==> src/rtl/pipeline_pkg.sv <==
// Shared pipeline types and constants for the
// redirect/flush sequencer.
package pipeline_pkg;

   localparam int DATA_WIDTH  = 64;
   localparam int EXC_WIDTH   = 8;
   localparam int CAUSE_WIDTH = 3;

   localparam int EXC_FETCH  = 0;
   localparam int EXC_DECODE = 1;

   typedef logic [DATA_WIDTH-1:0] addr_t;

   typedef enum logic [1:0] {
      RUN,
      DRAIN,
      REDIRECT
   } redirect_state_e;

endpackage

==> src/rtl/redirect_ctrl_if.sv <==
// Redirect/flush bundle between the pipeline
// stages and the redirect sequencer.
interface redirect_ctrl_if
   import pipeline_pkg::*;
();

   logic                   ex_valid;
   addr_t                  ex_pc;
   addr_t                  ex_pcn;
   logic                   id_valid;
   addr_t                  id_pc;
   logic [EXC_WIDTH-1:0]   id_exception;
   logic                   load_use;
   addr_t                  trap_vector;
   logic                   redirect_ready;
   logic                   redirect_valid;
   addr_t                  redirect_pc;
   logic                   flush_if;
   logic                   flush_id;
   logic                   flush_ex;
   logic                   stall_if;
   logic                   stall_id;
   addr_t                  epc;
   logic [CAUSE_WIDTH-1:0] cause;
   logic                   trap_taken;
   logic                   busy;

   modport master (
      input  ex_valid,
      input  ex_pc,
      input  ex_pcn,
      input  id_valid,
      input  id_pc,
      input  id_exception,
      input  load_use,
      input  trap_vector,
      input  redirect_ready,
      output redirect_valid,
      output redirect_pc,
      output flush_if,
      output flush_id,
      output flush_ex,
      output stall_if,
      output stall_id,
      output epc,
      output cause,
      output trap_taken,
      output busy
   );

   modport slave (
      output ex_valid,
      output ex_pc,
      output ex_pcn,
      output id_valid,
      output id_pc,
      output id_exception,
      output load_use,
      output trap_vector,
      output redirect_ready,
      input  redirect_valid,
      input  redirect_pc,
      input  flush_if,
      input  flush_id,
      input  flush_ex,
      input  stall_if,
      input  stall_id,
      input  epc,
      input  cause,
      input  trap_taken,
      input  busy
   );

endinterface

==> src/rtl/exc_prio_enc.sv <==
// Lowest-set-bit encoder for exception flags;
// bit 0 is the highest priority cause.
module exc_prio_enc
   import pipeline_pkg::*;
(
   input  logic [EXC_WIDTH-1:0]   req,
   output logic [CAUSE_WIDTH-1:0] idx,
   output logic                   any
);

   always_comb begin
      idx = '0;
      priority case (1'b1)
         req[0]:  idx = 3'd0;
         req[1]:  idx = 3'd1;
         req[2]:  idx = 3'd2;
         req[3]:  idx = 3'd3;
         req[4]:  idx = 3'd4;
         req[5]:  idx = 3'd5;
         req[6]:  idx = 3'd6;
         req[7]:  idx = 3'd7;
         default: idx = '0;
      endcase
   end

   assign any = |req;

endmodule

==> src/rtl/redirect_ctrl.sv <==
// Redirect and flush sequencer: mispredict and
// trap arbitration, trap drain, held redirect.
module redirect_ctrl
   import pipeline_pkg::*;
#(
   parameter int FetchError   = EXC_FETCH,
   parameter int DecodeError  = EXC_DECODE,
   parameter int DRAIN_CYCLES = 3
) (
   input logic             clk,
   input logic             rst_n,
   redirect_ctrl_if.master rif
);

   localparam int CW = $clog2(DRAIN_CYCLES + 1);

   if (DRAIN_CYCLES < 1 ||
       FetchError < 0 || FetchError >= EXC_WIDTH ||
       DecodeError < 0 || DecodeError >= EXC_WIDTH ||
       FetchError == DecodeError) begin : g_bad_param
      $error("redirect_ctrl: illegal parameters");
   end

   redirect_state_e        state, state_n;
   logic [CW-1:0]          cnt, cnt_n;
   logic                   trap_flag;
   logic                   mis, exc;
   logic [CAUSE_WIDTH-1:0] enc_idx;
   logic                   enc_any;

   logic take_mis, take_exc, take_vec;
   logic abort, accept;
   logic fl_if, fl_id, fl_ex, st_if, st_id;

   addr_t                  rpc_q, epc_q, epc_sh;
   logic [CAUSE_WIDTH-1:0] cause_q, cause_sh;
   logic                   rv_q, tt_q, busy_q;

   exc_prio_enc u_enc (
      .req (rif.id_exception),
      .idx (enc_idx),
      .any (enc_any)
   );

   // Predict-not-taken: any next PC other than pc+4 is a miss.
   assign mis = rif.ex_valid &
                (rif.ex_pc + addr_t'(4) != rif.ex_pcn);
   assign exc = rif.id_valid & enc_any;

   always_ff @(posedge clk or negedge rst_n) begin
      if (!rst_n) state <= RUN;
      else        state <= state_n;
   end

   always_comb begin
      state_n  = state;
      cnt_n    = cnt;
      take_mis = 1'b0;
      take_exc = 1'b0;
      take_vec = 1'b0;
      abort    = 1'b0;
      accept   = 1'b0;
      fl_if    = 1'b0;
      fl_id    = 1'b0;
      fl_ex    = 1'b0;
      st_if    = 1'b0;
      st_id    = 1'b0;
      unique case (state)
         RUN: begin
            if (mis) begin
               fl_if    = 1'b1;
               fl_id    = 1'b1;
               take_mis = 1'b1;
               state_n  = REDIRECT;
            end else if (exc) begin
               fl_if    = 1'b1;
               fl_id    = 1'b1;
               take_exc = 1'b1;
               cnt_n    = CW'(DRAIN_CYCLES);
               state_n  = DRAIN;
            end else if (rif.load_use) begin
               st_if = 1'b1;
               st_id = 1'b1;
               fl_ex = 1'b1;
            end
         end
         DRAIN: begin
            st_if = 1'b1;
            fl_id = 1'b1;
            // An older instruction mispredicted: the trap was wrong-path.
            if (mis) begin
               take_mis = 1'b1;
               abort    = 1'b1;
               cnt_n    = '0;
               state_n  = REDIRECT;
            end else if (cnt == CW'(1)) begin
               take_vec = 1'b1;
               cnt_n    = '0;
               state_n  = REDIRECT;
            end else begin
               cnt_n = cnt - CW'(1);
            end
         end
         REDIRECT: begin
            fl_if = 1'b1;
            if (rif.redirect_ready) begin
               accept  = 1'b1;
               state_n = RUN;
            end
         end
         default: state_n = RUN;
      endcase
   end

   always_ff @(posedge clk or negedge rst_n) begin
      if (!rst_n) begin
         cnt       <= '0;
         trap_flag <= 1'b0;
         rpc_q     <= '0;
         epc_q     <= '0;
         epc_sh    <= '0;
         cause_q   <= '0;
         cause_sh  <= '0;
         rv_q      <= 1'b0;
         tt_q      <= 1'b0;
         busy_q    <= 1'b0;
      end else begin
         cnt    <= cnt_n;
         rv_q   <= (state_n == REDIRECT);
         busy_q <= (state_n != RUN);
         tt_q   <= accept & trap_flag;
         if (take_mis) rpc_q <= rif.ex_pcn;
         if (take_vec) rpc_q <= rif.trap_vector;
         if (take_vec)             trap_flag <= 1'b1;
         else if (abort || accept) trap_flag <= 1'b0;
         if (take_exc) begin
            epc_sh   <= epc_q;
            cause_sh <= cause_q;
            epc_q    <= rif.id_pc;
            cause_q  <= enc_idx;
         end
         if (abort) begin
            epc_q   <= epc_sh;
            cause_q <= cause_sh;
         end
      end
   end

   assign rif.flush_if       = fl_if;
   assign rif.flush_id       = fl_id;
   assign rif.flush_ex       = fl_ex;
   assign rif.stall_if       = st_if;
   assign rif.stall_id       = st_id;
   assign rif.redirect_valid = rv_q;
   assign rif.redirect_pc    = rpc_q;
   assign rif.epc            = epc_q;
   assign rif.cause          = cause_q;
   assign rif.trap_taken     = tt_q;
   assign rif.busy           = busy_q;

endmodule

==> src/flat_wrapper.sv <==
// flat-port wrapper written by rule: the top's interface ports become plain ports
module redirect_ctrl_flat import pipeline_pkg::*;
#(
   parameter int FetchError   = EXC_FETCH,
   parameter int DecodeError  = EXC_DECODE,
   parameter int DRAIN_CYCLES = 3
)
  (clk, rst_n, rif_ex_valid, rif_ex_pc, rif_ex_pcn, rif_id_valid, rif_id_pc, rif_id_exception, rif_load_use, rif_trap_vector, rif_redirect_ready, rif_redirect_valid, rif_redirect_pc, rif_flush_if, rif_flush_id, rif_flush_ex, rif_stall_if, rif_stall_id, rif_epc, rif_cause, rif_trap_taken, rif_busy);
  redirect_ctrl_if rif_i ();
  input logic clk;
  input logic rst_n;
  input wire logic [$bits(rif_i.ex_valid)-1:0] rif_ex_valid;
  input wire logic [$bits(rif_i.ex_pc)-1:0] rif_ex_pc;
  input wire logic [$bits(rif_i.ex_pcn)-1:0] rif_ex_pcn;
  input wire logic [$bits(rif_i.id_valid)-1:0] rif_id_valid;
  input wire logic [$bits(rif_i.id_pc)-1:0] rif_id_pc;
  input wire logic [$bits(rif_i.id_exception)-1:0] rif_id_exception;
  input wire logic [$bits(rif_i.load_use)-1:0] rif_load_use;
  input wire logic [$bits(rif_i.trap_vector)-1:0] rif_trap_vector;
  input wire logic [$bits(rif_i.redirect_ready)-1:0] rif_redirect_ready;
  output wire logic [$bits(rif_i.redirect_valid)-1:0] rif_redirect_valid;
  output wire logic [$bits(rif_i.redirect_pc)-1:0] rif_redirect_pc;
  output wire logic [$bits(rif_i.flush_if)-1:0] rif_flush_if;
  output wire logic [$bits(rif_i.flush_id)-1:0] rif_flush_id;
  output wire logic [$bits(rif_i.flush_ex)-1:0] rif_flush_ex;
  output wire logic [$bits(rif_i.stall_if)-1:0] rif_stall_if;
  output wire logic [$bits(rif_i.stall_id)-1:0] rif_stall_id;
  output wire logic [$bits(rif_i.epc)-1:0] rif_epc;
  output wire logic [$bits(rif_i.cause)-1:0] rif_cause;
  output wire logic [$bits(rif_i.trap_taken)-1:0] rif_trap_taken;
  output wire logic [$bits(rif_i.busy)-1:0] rif_busy;
  assign rif_i.ex_valid = rif_ex_valid;
  assign rif_i.ex_pc = rif_ex_pc;
  assign rif_i.ex_pcn = rif_ex_pcn;
  assign rif_i.id_valid = rif_id_valid;
  assign rif_i.id_pc = rif_id_pc;
  assign rif_i.id_exception = rif_id_exception;
  assign rif_i.load_use = rif_load_use;
  assign rif_i.trap_vector = rif_trap_vector;
  assign rif_i.redirect_ready = rif_redirect_ready;
  assign rif_redirect_valid = rif_i.redirect_valid;
  assign rif_redirect_pc = rif_i.redirect_pc;
  assign rif_flush_if = rif_i.flush_if;
  assign rif_flush_id = rif_i.flush_id;
  assign rif_flush_ex = rif_i.flush_ex;
  assign rif_stall_if = rif_i.stall_if;
  assign rif_stall_id = rif_i.stall_id;
  assign rif_epc = rif_i.epc;
  assign rif_cause = rif_i.cause;
  assign rif_trap_taken = rif_i.trap_taken;
  assign rif_busy = rif_i.busy;
  redirect_ctrl #(.FetchError(FetchError), .DecodeError(DecodeError), .DRAIN_CYCLES(DRAIN_CYCLES)) u_core (.clk(clk), .rst_n(rst_n), .rif(rif_i));
endmodule
==> config.mk <==
export PLATFORM = sky130hd
export DESIGN_NAME = redirect_ctrl_flat
export DESIGN_NICKNAME = d
export VERILOG_FILES = /design/src/rtl/pipeline_pkg.sv /design/src/rtl/redirect_ctrl_if.sv /design/src/rtl/exc_prio_enc.sv /design/src/rtl/redirect_ctrl.sv /design/src/flat_wrapper.sv
export SDC_FILE = /design/constraint.sdc
export NUM_CORES = 1
export LEC_CHECK = 0
export CORE_UTILIZATION = 40
export CTS_CLUSTER_SIZE = 24
export DETAILED_ROUTE_END_ITERATION = 8
export HOLD_SLACK_MARGIN = 0.08
export PLACE_DENSITY = 0.8
export SETUP_SLACK_MARGIN = 0.5
export SYNTH_ARGS = -nofsm -noshare
export SYNTH_HDL_FRONTEND = slang
export SYNTH_SLANG_ARGS = --single-unit
==> constraint.sdc <==
create_clock -name clk -period 9.6 [get_ports clk]
set_input_delay 1.92 -clock clk [delete_from_list [all_inputs] [get_ports clk]]
set_output_delay 1.92 -clock clk [all_outputs]
set_load 0.01 [all_outputs]
# Word-level counts from Yosys, hierarchy flattened
# Index checks and enable logic that the tools add are counted.
[op_classes] n_mux=46 reduce_logical=10 add_sub_neg=2 bitwise=3 eq_ne=7
[op_table] cell="64-bit 2-to-1 mux" n=4
[op_table] cell="64-bit by 3-bit adder with 64-bit output, second input constant" n=1
[op_table] cell="64-bit != test" n=1
[op_table] cell="3-bit 2-to-1 mux" n=10
[op_table] cell="1-bit 2-to-1 mux" n=18
[op_table] cell="2-bit 2-to-1 mux" n=9
[op_table] cell="2-bit nonzero test" n=5
[op_table] cell="8-bit OR reduction" n=1
[op_table] cell="1-bit case mux with 2 select lines" n=3
[op_table] cell="2-bit case mux with 3 select lines" n=1
[op_table] cell="2-bit by 1-bit == test with 1-bit output, second input constant" n=2
[op_table] cell="2-bit == test, second input constant" n=2
[op_table] cell="2-bit case mux with 2 select lines" n=1
[op_table] cell="1-bit AND" n=3
[op_table] cell="3-bit AND reduction" n=1
[op_table] cell="2-bit zero test" n=1
[op_table] cell="2-bit by 1-bit != test with 1-bit output, second input constant" n=1
[op_table] cell="2-bit != test, second input constant" n=1
[op_table] cell="2-bit OR reduction" n=1
[op_table] cell="2-bit by 1-bit subtractor with 2-bit output, second input constant" n=1
[op_table] cell="1-bit logical OR" n=1
[totals] out_inout_bits=139 inputBits=270 ff_bits=206 wordCells=79

# Logic depth before layout (Yosys ltp)
# Gate-level depths: netlist of the first run.
[logic_depth] word_depth=10 mapped_depth=16 ltp_nobuf=11

# Modules after synthesis
# A second synthesis of the first run with hierarchy kept.
[hier_totals] cells_unflattened=1257 hier_area_um2=12872.3
[by_module_without_submodules] module="redirect_ctrl" instances=1 cells_per_inst=1244 area_each_um2=12792.3
[by_module_without_submodules] module="exc_prio_enc" instances=1 cells_per_inst=13 area_each_um2=80.1

# Worst setup path after synthesis of the first run
# OpenSTA, ideal clock, no wires.
[synth_path] path_type="input port to output port" startpoint="in rif_ex_pc[28]" endpoint="out rif_stall_id" path_buffers=5 slack_ns=2.147 t_arrival_ns=5.533 stages=15 path_cell_list="buf_2 > nand4_1 > or4_4 > nor4_2 > a31o_1 > nand4_1 > or4_1 > or4_1 > buf_2 > o21ai_4 > buf_2 > buf_4 > nand3_1 > nor3_1 > buf_4"
[synth_via] elab_chain_cells=5
[synth_rtl] element="from (decl)" line="flat_wrapper.sv:13" source="input wire logic [$bits(rif_i.ex_pc)-1:0] rif_ex_pc;"
[synth_rtl] element="64-bit by 3-bit adder with 64-bit output" line="redirect_ctrl.sv:47" source="(rif.ex_pc + addr_t'(4) != rif.ex_pcn);"
[synth_rtl] element="64-bit != test" line="redirect_ctrl.sv:47"
[synth_rtl] element="1-bit AND" line="redirect_ctrl.sv:46" source="assign mis = rif.ex_valid &"
[synth_rtl] element="1-bit 2-to-1 mux (2 in series)"
[synth_rtl] element="to (decl)" line="flat_wrapper.sv:27" source="output wire logic [$bits(rif_i.stall_id)-1:0] rif_stall_id;"
# No other way between the ends.

# Worst setup path after layout of the first run
[layout_path] startpoint="in rif_ex_pc[34]" endpoint="out rif_stall_id"
[layout_via] elab_chain_cells=5
[layout_rtl] element="64-bit by 3-bit adder with 64-bit output" line="redirect_ctrl.sv:47"
[layout_rtl] element="64-bit != test" line="redirect_ctrl.sv:47"
[layout_rtl] element="1-bit AND" line="redirect_ctrl.sv:46"
[layout_rtl] element="1-bit 2-to-1 mux" line="redirect_ctrl.sv:70" source="if (mis) begin"
[layout_rtl] element="1-bit 2-to-1 mux" line="redirect_ctrl.sv:68" source="unique case (state)"
# No other way between the ends.

==> results of run 1 <==
[registers in the layout, indices dropped and copies added, names as in the netlist]
signal and cells:
u_core.rif.busy 1, u_core.cnt 2, u_core.trap_flag 1, u_core.cause_sh 3, u_core.rif.redirect_valid 1, u_core.rif.trap_taken 1
u_core.epc_sh 64, u_core.rif.redirect_pc 64, u_core.state 2, u_core.rif.cause 3, u_core.rif.epc 64
[kinds of logic after synthesis]
kind of cell             synth area share (%)
AO/OA/AOI/OAI                            18.7
AND/OR/NAND/NOR                          14.4
buffers and inverters                    9.74
flip-flops                               43.6
XOR/XNOR                                 6.30
multiplexers                             7.00
adder cells (fa/ha/maj)                 0.212
[worst max path at each step]
stage,slack [ps],to,start
finish,1140,rif_stall_id,rif_ex_pc[34]
global route,840,rif_stall_id,rif_ex_pc[34]
CTS,1130,rif_stall_id,rif_ex_pc[34]
detailed placement,1150,rif_stall_id,rif_ex_pc[34]
global placement,1160,rif_stall_id,rif_ex_pc[34]
floorplan,2150,rif_stall_id,rif_ex_pc[28]
[report_power, final]
group          total (mW)  switching [mW]  internal [mW]
registers            1.51           0.247           1.26
logic                1.53           0.681          0.850
clock network       0.919           0.368          0.551
total                3.96            1.30           2.66
[synthesized netlist by cell type (27+ instances only)]
library cell,n,area [um2]
dfrtp_1,206,5150
inv_1,203,762
nor2_1,100,375
clkbuf_1,53,199
xnor2_1,58,508
xor2_1,27,236
o21ai_0,75,375
a31oi_1,67,419
nand2_1,32,120
a222oi_1,64,641
a21oi_1,84,420
mux2_2,61,687
nand4_1,39,244
[routing by layer]
| layer | global-route usage (%) | vias to the layer above |
|---|---|---|
| li1 | - | 5372 |
| met1 | 33.7 | 5747 |
| met2 | 48.0 | 591 |
| met3 | 7.04 | 100 |
| met4 | 10.8 | 2 |
| met5 | 0 | - |
[final cells by class]
cell class,instances,area [um2]
fillers,2554,11900
multi-input cells,805,5540
flip-flops and latches,206,5150
repair buffers,422,4190
inverters,203,762
clock buffers,35,723
well taps,384,480
clock inverters,9,83.8
diodes,1,2.50
[per-stage QoR]
step	power, mW	hold slack (ps)
6_report	3.96	494
5_1_grt	4.17	516
4_1_cts	3.98	490
3_5_place_dp	3.04	480
3_3_place_gp	2.97	468
2_1_floorplan	2.17	459
[critical path, cell delays in order]
cell	delay [ps]
clkdlybuf4s50_1	650
nand4_1	290
nor4_1	600
nand4_2	250
or4_1	540
a2111oi_0	400
nand4_1	110
or4_1	600
o21ai_4	250
nand3_1	120
nor3_1	210
clkdlybuf4s50_1	580
==> impl_metrics.toml, run 1 <==
[logic_synthesis]
synth.distinct_cells = 65
synth.cell_area_um2 = 11800
synthFlopType = "dfrtp_1"
async_reset_ff_share_pct = 100
syn-instance-count = 1297
syn-mean-instance-area_um2 = 9.11
synth_warnings = 0
postSynthNetCount = 1569
synth-seq-area-share_pct = 43.6
synth-edff-count = 0
yosys_register_bits = 206

[worst_setup_path]
timing.setup.critical_path_class = "input port to output port"
startpoint_type = "input port"
worst_r2r_startpoint = "u_core.state[0]"
regToRegEndpoint = "u_core.rif.redirect_pc[39]"
end_kind = "output port"
cp_data_arrival_time_ps = 6540
cp_data_required_time_ps = 7680
reg2reg_depth = 5
worst-path-max-fanout = 5
r2r_slack_ps = 6980

[floorplanning]
area_of_the_die_um2 = 30200
chipHeight_um = 174
die_width_um = 174
initial_utilization_pct = 40.9
fp-row-count = 62
io_pins = 409
core_area_um2 = 28900

[grt]
vias_in_the_first_global_route = 11853
grt_antenna_before_repair = 2
globalRoute.totalOverflow = 0
grtUsageTotal_pct = 28.0
grt_first_pass_wirelength_um = 66700
grt_max_degree = 130

[placed_design]
portBuffers = 408
place.detailed.instances = 2020
placed_cell_area_um2 = 16100
pre_cts_ws_ps = 1150
dpl.hpwl_um = 31700
gpl.final_weighted_congestion = 0.943

[timing]
maximum_clock_frequency_ghz = 0.118
worst-slew-pin-transition_ps = 1000
fin_tns_setup_ps = 0
clock_skew_ps = 38.1
timing.final.setup_violations = 0
finalWorstSetupSlack_ps = 1140
finalCritPeriodShare_pct = 88.1
report.final.hold_viol_count = 0
timing.slew.headroom_pct = 33.2
final.min_clock_period_ps = 8460
grt_setup_unrepaired = "false"
slew_violations = 0

[drt]
detailed_route_drc_error_count = 0
drt_pre_antenna_iters = 9
vias_per_cell = 5.72
route.vias.total = 11812
highest-signal-layer = "met5"
met1_length_um = 16500
met3_length_um = 3830
drt_iter0_markers = 1136
met2_wirelength_um = 21200
wire_per_inst_um = 20.9
drt_wirelength_um = 43200
remaining_antenna_violation_count = 0

[worst_hold_path]
hp_class = "flip-flop to flip-flop"
timing.hold.worst_path_depth = 1
min_delay_worst_endpoint = "u_core.epc_sh[58]"
launch_point_of_the_worst_hold_path = "u_core.epc_sh[58]"

[clocking]
postCtsSetupRepairBufs = 0
htree_num_levels = 1
cts.hold.buffers_added = 0
worst_setup_hold_path_clk_slew_ps = 60
clockRootBuffer = "clkbuf_16"
cts_repair_resize_count = 0
cts_buffers = 24
worstSkewPairLatency_ps = 530
numClockSinks = 206
tritoncts = "yes"
largest_buffer_count_on_any_clock_path = 3

[pwr]
vdd_drop_max_uv = 152
leakage_nw = 7.29
power_density_nw_per_um2 = 233

[final_layout]
finalInstanceArea_um2 = 16900
finish.net_count = 1934
final-instance-count-excl-fill = 2065
mostFrequentLayoutCells = "407 x clkdlybuf4s50_1, 206 x dfrtp_1, 203 x inv_1"
share_of_final_layout_standard_cells_stronger_than_drive_strength_1_pct = 8.10
area_growth_pct = 43.4
layout.cells.most_common = "clkdlybuf4s50_1"
postLayoutCoreUtil_pct = 58.7

[flow_run]
number_of_maximum_capacitance_violations = 0

[outcome]
run_status = "completed"
(Power assumes the default switching activity.)
==> run 2: changes to the inputs <==
Settings changed: DONT_BUFFER_PORTS from default to 1, PLACE_DENSITY 0.8 to 0.62.
==> run 2 against run 1 <==
Against the previous run: setup slack better by 670 ps; via count down 15%; clock power fell by 1%; critical path depth down 1; register-to-register slack got worse by 40 ps; clock skew decreased by 26 ps; largest power group is now registers.
==> impl_metrics.toml, run 2 (synthesized netlist as in run 1, its figures left out) <==
[placed_design]
dpl.hpwl_um = 27600
portBuffers = 0
place.detailed.instances = 1607
pre_cts_ws_ps = 1860
gpl.final_weighted_congestion = 0.944

[clocking]
largest_buffer_count_on_any_clock_path = 3
cts_repair_resize_count = 0
tritoncts = "yes"
clockRootBuffer = "clkbuf_16"
numClockSinks = 206
postCtsSetupRepairBufs = 0
htree_num_levels = 1
cts_buffers = 24
cts.hold.buffers_added = 0
worstSkewPairLatency_ps = 530
worst_setup_hold_path_clk_slew_ps = 60

[timing]
slew_violations = 0
fin_tns_setup_ps = 0
clock_skew_ps = 12.4
report.final.hold_viol_count = 0
timing.slew.headroom_pct = 32.6
worst-slew-pin-transition_ps = 1010
final.min_clock_period_ps = 7790
grt_setup_unrepaired = "false"
timing.final.setup_violations = 0
maximum_clock_frequency_ghz = 0.128
finalWorstSetupSlack_ps = 1810
finalCritPeriodShare_pct = 81.1

[floorplanning]
area_of_the_die_um2 = 30200
fp-row-count = 62
chipHeight_um = 174
io_pins = 409
die_width_um = 174
initial_utilization_pct = 40.9
core_area_um2 = 28900

[worst_setup_path]
cp_data_required_time_ps = 7680
startpoint_type = "input port"
worst-path-max-fanout = 6
cp_data_arrival_time_ps = 5870
end_kind = "output port"
cpPeakStageDelay_ps = 870
slowest_stage = "nor4_1"
timing.setup.critical_path_class = "input port to output port"
timing.critical_path.cells = "ha_1 > and3_1 > nand2_1 > nor4_1 > nand2_1 > xnor2_1 > or4_1 > or4_1 > o21ai_4 > nand3_1 > nor3_1"

[final_layout]
area_growth_pct = 8.32
mostFrequentLayoutCells = "206 x dfrtp_1, 203 x inv_1, 99 x nor2_1"
share_of_final_layout_standard_cells_stronger_than_drive_strength_1_pct = 10.0
finish.net_count = 1521
final-instance-count-excl-fill = 1652
layout.cells.most_common = "dfrtp_1"

[pwr]
finalPower_mw = 3.29
vdd_drop_max_uv = 141
power_density_nw_per_um2 = 257
leakage_nw = 5.65

[flow_run]
number_of_maximum_capacitance_violations = 0

[grt]
grt_first_pass_wirelength_um = 58400
grt_max_degree = 207
grtUsageTotal_pct = 24.6
grt_antenna_before_repair = 1
globalRoute.totalOverflow = 0
vias_in_the_first_global_route = 10009

[outcome]
run_status = "completed"

[drt]
vias_per_cell = 6.11
drt_pre_antenna_iters = 8
wire_per_inst_um = 23.3
drt_wirelength_um = 38500
drt_iter0_markers = 879
route.vias.total = 10090
remaining_antenna_violation_count = 0
detailed_route_drc_error_count = 0

[worst_hold_path]
hp_class = "flip-flop to flip-flop"
[run 2: per-layer routing]
metal	vias up	track usage (%)	wire (um)
met5	-	0	0
met4	0	9.36	1560
met3	89	8.75	3820
met2	493	41.8	18700
met1	4973	28.2	14500
li1	4535	-	-
[run 2: worst paths after layout]
kind / startpoint / to / slack [ps] / cells past startpoint
worst max-delay path: rif_ex_pc[2] / rif_stall_id / 1810 / 11
worst min-delay path: u_core.epc_sh[55] / u_core.epc_sh[55] / 490 / 1
worst max register to register: u_core.state[1] / u_core.epc_sh[16] / 6940 / 5
worst min register to register: u_core.epc_sh[55] / u_core.epc_sh[55] / 490 / 1
max in group asynchronous: rst_n / u_core.rif.redirect_pc[12] / 8040 / 0
min in group asynchronous: rst_n / u_core.rif.epc[53] / 1090 / 0
[run 2: area by class of cell]
| cell class | instances | area, um2 |
|---|---|---|
| Tap cell | 384 | 480 |
| Timing Repair Buffer | 9 | 67.6 |
| Antenna cell | 1 | 2.50 |
| Fill cell | 2848 | 16100 |
| Clock inverter | 6 | 66.3 |
| Inverter | 203 | 762 |
| Clock buffer | 38 | 723 |
| Multi-Input combinational cell | 805 | 5540 |
| Sequential cell | 206 | 5150 |
[run 2: where the power goes]
group          switching, mW  internal [mW]
combinational          0.350          0.348
clock                  0.368          0.542
sequential             0.427           1.26
[run 2: critical path: cells and delay by family]
family / cells / cell delay, ps
AO/OA/AOI/OAI: 1 / 250
XOR/XNOR: 1 / 160
adder cells (fa/ha/maj): 1 / 170
AND/OR/NAND/NOR: 8 / 3340
[run 2: per-stage QoR]
| stage | hold slack [ps] | utilization (%) | area, um2 |
|---|---|---|---|
| floorplan | 459 | - | 11800 |
| global placement | 468 | 41.6 | 12000 |
| detailed placement | 476 | 41.6 | 12000 |
| CTS | 491 | 44.3 | 12800 |
| global route | 510 | 44.4 | 12800 |
| finish | 489 | 44.4 | 12800 |
